`src/rtl/inst_loader.sv`:
```
// inst_loader: boot-time instruction loader sitting in front of the
// single-cycle processor's instruction memory. A big-endian byte stream
// (16-bit count header followed by 3-byte records) is assembled into 19-bit
// words and written sequentially from address 0. The processor is held
// frozen until the whole image has been loaded without error.
// Optional feature: define LOADER_CHECKSUM_EN to require one trailing
// XOR-of-body-bytes checksum byte before the load is declared done.
module inst_loader #(
    parameter int ADDR_W = 8,
    parameter int INST_W = 19
) (
    input  logic              clk,
    input  logic              rst,
    input  logic              in_valid,
    input  logic [7:0]        in_data,
    output logic              in_ready,
    output logic              imem_we,
    output logic [ADDR_W-1:0] imem_addr,
    output logic [INST_W-1:0] imem_wdata,
    output logic              cpu_hold,
    output logic              load_done,
    output logic              load_err,
    output logic [ADDR_W:0]   load_count
);

    typedef enum logic [3:0] {
        HDR_HI,
        HDR_LO,
        B0,
        B1,
        B2,
        WRITE,
        CHK,
        DONE,
        ERR
    } state_t;

    // Largest legal instruction count: the full memory depth.
    localparam logic [16:0] MAX_N = 17'(1) << ADDR_W;

    state_t            state_q;
    logic              inReady_q;
    logic              imemWe_q;
    logic [ADDR_W-1:0] imemAddr_q;
    logic [INST_W-1:0] imemWdata_q;
    logic              cpuHold_q;
    logic              loadDone_q;
    logic              loadErr_q;
    logic [ADDR_W:0]   count_q;
    logic [ADDR_W:0]   instN_q;
    logic [7:0]        hdrHi_q;
    logic [2:0]        b0_q;
    logic [7:0]        b1_q;
`ifdef LOADER_CHECKSUM_EN
    logic [7:0]        chk_q;
`endif

    logic              xfer;
    logic [16:0]       hdrN;
    logic              badLen;
    logic [ADDR_W:0]   countNext;

    // Handshake, header decode and the post-write count are shared by
    // several states, so they are computed once here.
    assign xfer      = in_valid && inReady_q;
    assign hdrN      = {1'b0, hdrHi_q, in_data};
    assign badLen    = (hdrN == 17'd0) || (hdrN > MAX_N);
    assign countNext = count_q + {{ADDR_W{1'b0}}, 1'b1};

    // Single loader FSM; every output is a register updated alongside the state.
    always_ff @(posedge clk or posedge rst) begin
        if (rst) begin
            state_q     <= HDR_HI;
            inReady_q   <= 1'b1;
            imemWe_q    <= 1'b0;
            imemAddr_q  <= '0;
            imemWdata_q <= '0;
            cpuHold_q   <= 1'b1;
            loadDone_q  <= 1'b0;
            loadErr_q   <= 1'b0;
            count_q     <= '0;
            instN_q     <= '0;
            hdrHi_q     <= '0;
            b0_q        <= '0;
            b1_q        <= '0;
`ifdef LOADER_CHECKSUM_EN
            chk_q       <= '0;
`endif
        end else begin
            imemWe_q <= 1'b0;
            case (state_q)
                HDR_HI: begin
                    if (xfer) begin
                        hdrHi_q <= in_data;
                        state_q <= HDR_LO;
                    end
                end
                HDR_LO: begin
                    if (xfer) begin
                        if (badLen) begin
                            state_q   <= ERR;
                            inReady_q <= 1'b0;
                            loadErr_q <= 1'b1;
                        end else begin
                            instN_q <= hdrN[ADDR_W:0];
                            state_q <= B0;
                        end
                    end
                end
                B0: begin
                    if (xfer) begin
                        if (in_data[7:3] != 5'd0) begin
                            state_q   <= ERR;
                            inReady_q <= 1'b0;
                            loadErr_q <= 1'b1;
                        end else begin
                            b0_q    <= in_data[2:0];
`ifdef LOADER_CHECKSUM_EN
                            chk_q   <= chk_q ^ in_data;
`endif
                            state_q <= B1;
                        end
                    end
                end
                B1: begin
                    if (xfer) begin
                        b1_q    <= in_data;
`ifdef LOADER_CHECKSUM_EN
                        chk_q   <= chk_q ^ in_data;
`endif
                        state_q <= B2;
                    end
                end
                B2: begin
                    if (xfer) begin
                        imemWe_q    <= 1'b1;
                        imemAddr_q  <= count_q[ADDR_W-1:0];
                        imemWdata_q <= {b0_q, b1_q, in_data};
`ifdef LOADER_CHECKSUM_EN
                        chk_q       <= chk_q ^ in_data;
`endif
                        inReady_q   <= 1'b0;
                        state_q     <= WRITE;
                    end
                end
                WRITE: begin
                    count_q <= countNext;
                    if (countNext == instN_q) begin
`ifdef LOADER_CHECKSUM_EN
                        state_q    <= CHK;
                        inReady_q  <= 1'b1;
`else
                        state_q    <= DONE;
                        loadDone_q <= 1'b1;
                        cpuHold_q  <= 1'b0;
`endif
                    end else begin
                        state_q   <= B0;
                        inReady_q <= 1'b1;
                    end
                end
`ifdef LOADER_CHECKSUM_EN
                CHK: begin
                    if (xfer) begin
                        inReady_q <= 1'b0;
                        if (in_data == chk_q) begin
                            state_q    <= DONE;
                            loadDone_q <= 1'b1;
                            cpuHold_q  <= 1'b0;
                        end else begin
                            state_q   <= ERR;
                            loadErr_q <= 1'b1;
                        end
                    end
                end
`endif
                DONE: begin
                    inReady_q <= 1'b0;
                end
                ERR: begin
                    inReady_q <= 1'b0;
                end
                default: begin
                    state_q   <= ERR;
                    inReady_q <= 1'b0;
                    loadErr_q <= 1'b1;
                end
            endcase
        end
    end

    assign in_ready   = inReady_q;
    assign imem_we    = imemWe_q;
    assign imem_addr  = imemAddr_q;
    assign imem_wdata = imemWdata_q;
    assign cpu_hold   = cpuHold_q;
    assign load_done  = loadDone_q;
    assign load_err   = loadErr_q;
    assign load_count = count_q;

endmodule
```
`config.mk`:
```
export PLATFORM = sky130hd
export DESIGN_NAME = inst_loader
export DESIGN_NICKNAME = d
export VERILOG_FILES = /design/src/rtl/inst_loader.sv
export SDC_FILE = /design/constraint.sdc
export NUM_CORES = 1
export LEC_CHECK = 0
export BUFFER_PORTS_ARGS = -buffer_cell sky130_fd_sc_hd__buf_4
export CAP_MARGIN = 0
export CORE_AREA = 2 2 78 80
export CTS_CLUSTER_SIZE = 25
export DETAILED_ROUTE_END_ITERATION = 7
export DIE_AREA = 0 0 80 82
export PLACE_DENSITY = 0.92
export SLEW_MARGIN = 20
export SYNTH_ARGS = -nofsm -noshare
export SYNTH_HDL_FRONTEND = slang
export SYNTH_SLANG_ARGS = --single-unit
```
`constraint.sdc`:
```
create_clock -name clk -period 5.29 [get_ports clk]
set_input_delay 0.529 -clock clk [delete_from_list [all_inputs] [get_ports clk]]
set_output_delay 0.529 -clock clk [all_outputs]
set_load 0.03 [all_outputs]
```
# Yosys cells after proc, flatten, opt, wreduce, memory -nomap -nowiden
# Cells that the tools add are included.
# Widths: inputs -> output; s select.
# op_classes
addsub	1
multipliers	0
n_div	0
n_lt_le_gt_ge	1
eq_ne	16
n_shift	0
n_mux	23
bitwise	5
reduce_logical	17
# op_table
operator	count
$mux 4	7
$pmux 4 s7	1
$logic_not 17->1	1
$gt 16x9->1 const B	1
$ne 2x2->1 const B	8
$eq 4x3->1 const B	3
$mux 1	12
$add 9x1->9 const B	1
$eq 9x9->1	1
$eq 4x2->1 const B	2
$reduce_and 2->1	4
$reduce_and 7->1	1
$reduce_and 3->1	2
$reduce_and 6->1	1
$reduce_or 6->1	1
$not 1->1	5
$pmux 1 s5	1
$reduce_and 5->1	1
$reduce_bool 5->1	1
$eq 4x1->1 const B	1
$eq 4x4->1 const B	1
$logic_not 4->1	1
$reduce_or 2->1	2
$mux 3	1
3 further kinds	3
# totals
regBits	73
latchBits	0
ramBits	0
romBits	0
inputBits	11
output_inout_bits	41
elab_cells	76
n_memories	0

# Logic depth before layout (Yosys ltp)
# depth
depth_word	5
mapped_depth	8
mapped_depth_nobuf	7

# Worst setup path after synthesis
# Ideal clock, no wire load.
# synth_timing
kind	input port to flip-flop
start	input port in_data[4]
end	register instN_q[0]
setup_ns	0.125
arrival_time_ns	2.562
required_ns	5.165
slack_ns	2.603
path_stages	6
path_buffers	1
path_cell_list	or4_4 -> nor3_1 -> mux2_2 -> or4b_4 -> buf_6 -> mux2_4
# synth_via
elab_chain_cells	4
word_cells_on_any_way	5
classes_between	order compare: 1; bitwise: 1; reduce/logical: 3
# synth_rtl
element	line_no	source
start, declared	15	input logic [7:0] in_data,
$gt 16x9->1 / $logic_not 17->1 (equally long branches)	67	assign badLen = (hdrN == 17'd0) || (hdrN > MAX_N);
$logic_or 1x1->1 *	67	
$not 1->1 (no line) *	--	
$reduce_and 3->1 (no line) *	--	
end signal, assigned	105	instN_q <= hdrN[ADDR_W:0];
end, declared	50	logic [ADDR_W:0] instN_q;
# Mark *: on every way between the ends. The rest lies on a longest branch, timed or not.
# A chain may end at the register's enable or synchronous reset.

# Worst setup path after layout
# layout_timing
start	input port in_data[4]
end	register instN_q[6]
# Same word-level chain as after synthesis.

==> results.md <==
* Total gr overflow at 0
* WHS at 0.422 ns
* CP Max Fanout at 9
* Die Wd at around 80 um
* PD cells at 260 nW/um2
* Worst EP required at 5.53 ns
* Biggest area consumer among synthesized cells: dfrtp_1
* Seq cells post-synth at 73
* Outcome: finished, final reports clean
* Synthesized cell area at 3380 um2
* Port Buf Inserts at 51
* Fin Setup TNS at 0 ns
* Area contributors post-synth: dfrtp_1 (53%), mux2_2 (12%), nand2_1 (5.7%)
* Ant diodes at 0
* Setup slack after layout at 2.75 ns
* Chip height at just over 80 um
* CTS tree: done
* FF/Latch Area at 1830 um2
* Worst VDD drop at 0.244 mV
* Post-Layout Cell Count at 427
* Sequential area share after synthesis at 54.1%
* Root buffer cell: clkbuf_8
* DR vias at 2403
* Cells after DPL at about 410
* Post-cts sizing count at 0
* Most common cell after layout, fill and taps aside: dfrtp_1
* Leakage at 2.11 nW
* Yosys Warn Count at 0
* Clk pin slew, worst setup/hold paths at 0.08 ns
* Commonest cells after routing, fill and taps aside: dfrtp_1 (71), buf_4 (53), nand2_1 (51)
* Pins Over Slew Limit at 0
* Area growth, synth to finish at 18.7%
* Min-delay worst type: input pin to asynchronous set/reset pin
* Post-CTS Setup Repair Bufs at 0
* Dpl ws at 2.38 ns
* Post-CTS Hold Buffers at 0
* DRT Wirelength at 7180 um
* Synth top area share at between 50% and 60%
* Crit. End Element: register
* Fmax achieved at 393 MHz
* Worst Reg-to-Reg Cells at 7
* Average vias per placed instance at 5.63
* Worst Skew at 0.0101 ns
* Initial Utilization at 58.8%
* EDFF count, synth at 0
* Maxcap violations at 0
* Clock Sinks at 73
* First-pass GRT wire length at around 12000 um
* Critical path's slowest cell: or4b_4
* Crit path largest cell delay at 0.65 ns
* Fillers at 404
* FF-to-FF Start: load_count[0]
* WS Path Type: input pin to register
* Final core utilization at 69.8%
* Total global routing track utilization at 24.4%
* DRC Markers at 0
* Worst skew pair latency at 0.36 ns
* CP Cell Sequence: buf_4 -> or4_4 -> nor3_1 -> mux2_2 -> or4b_4 -> mux2_4
* Standard-cell row count at 28
* Initial antenna violation count at 0
* Async SR Flop Fraction at 100%
* Antenna-violating nets left at 0
* Hold Fails Final Rpt at 0
* Htree depth at 3
* Worst-margin pin slew at 0.883 ns
* Crit path DAT at 2.79 ns
* Share of layout cells above drive strength 1 at a little over a third
* DIE AREA at about 6600 um2
* WL per Instance at 16.8 um
* DR pass1 iterations at 5
* Post-Syn Instances at 299
* Core area at between 5000 and 6000 um2
* Vias in the first global route at 2351
* Largest net degree at the start of global routing at 74
* Nets at 359
* Unrepaired setup endpoints after global routing: no
* Clock Tree Buf Depth at 2
* # setup viols final at 0
* Most common flop cell mapped by yosys: dfrtp_1
* Reg2reg end: in_ready
* DP HPWL at a little under 5000 um
* Crit start category: input pin
* Slew headroom at 41.2%
* Initial DRC Count at 230
* Num CTS Buffers at 9
* Final min period at between 2 and 3 ns
* CP Launch Point: in_data[4]
* Fin crit share at about half
* Final estimated routing congestion in global placement at 0.891
* I/O pin count at between 50 and 60
* Cell variety after synth at 45
* Reg-to-reg setup timing slack at approximately 2.8 ns
* Syn Nets at 311
* Syn avg cell area at 11.3 um2
* Area taken by multi-input logic gates at 1460 um2
==> area by class of cell <==
type	instances	share of cell area (%)
Sequential cell	73	45.6
Clock inverter	6	1.87
Multi-Input combinational cell	206	36.5
Inverter	4	0.374
Clock buffer	10	3.43
Tap cell	75	2.34
Timing Repair Buffer	53	9.92
==> cells by family after synthesis <==
family / Yosys count / share of synthesized area, %
xor gates and xnor gates: 19 / 4.92
and+or+nand+nor: 107 / 15.8
adders and majority gates: 1 / 0.370
buffers and inverters: 20 / 2.59
muxes: 45 / 16.0
DFF: 73 / 54.1
AOI/OAI and AO/OA: 34 / 6.18
==> metal layers <==
layer / part of all wire, % / wire (um) / global-route usage [%]
met5: 0 / 0 / 0
met4: 2.9 / 207 / 12.2
met3: 4.7 / 340 / 5.05
met2: 50 / 3610 / 39.8
met1: 42 / 3020 / 31.0
==> worst max path at each step <==
stage,end,depth (start not counted)
after global placement,instN_q[6],6
after detailed placement,instN_q[6],6
final,instN_q[6],6
after CTS,instN_q[4],6
after floorplan,instN_q[0],6
after global routing,in_ready,7
==> worst max-delay path: cells and delay by family <==
family	cells	cell delay, ns
and+or+nand+nor	3	1.40
muxes	2	0.73
buffers and inverters	1	0.13
==> Yosys cell counts, drive strengths merged (2+ instances only) <==
library cell / n
inv: 4
nand2b: 4
a21oi: 10
and2: 3
o31ai: 2
o21bai: 2
dfstp: 2
clkbuf: 13
mux2: 45
o21ai: 12
dfrtp: 71
nor3: 8
a211oi: 2
nor4: 2
xor2: 10
nor2: 13
or3: 5
nand3: 10
nand2: 51
buf: 3
and3: 2
xnor2: 9
==> through the flow <==
step                power [mW]  instance area [um2]
global placement         0.591                 3800
finish                    1.04                 4010
global route              1.07                 4010
CTS                       1.04                 4010
detailed placement       0.591                 3800
floorplan                0.578                 3380
==> report_power, final <==
part / switching [mW] / total [mW] / internal [mW] / leakage [nW]
combinational: 0.0159 / 0.0222 / 0.00629 / 1.01
clock: 0.226 / 0.463 / 0.237 / 0.105
sequential: 0 / 0.558 / 0.558 / 0.997
total: 0.242 / 1.04 / 0.801 / 2.11
==> state kept, by name, indices dropped and copies added, names as in the netlist <==
signal      flops
imem_wdata     19
load_done       1
hdrHi_q         8
load_err        1
cpu_hold        1
in_ready        1
load_count      9
instN_q         9
imem_we         1
imem_addr       8
b0_q            3
state_q         4
b1_q            8
No activity file was read; power rests on OpenSTA's default activity.
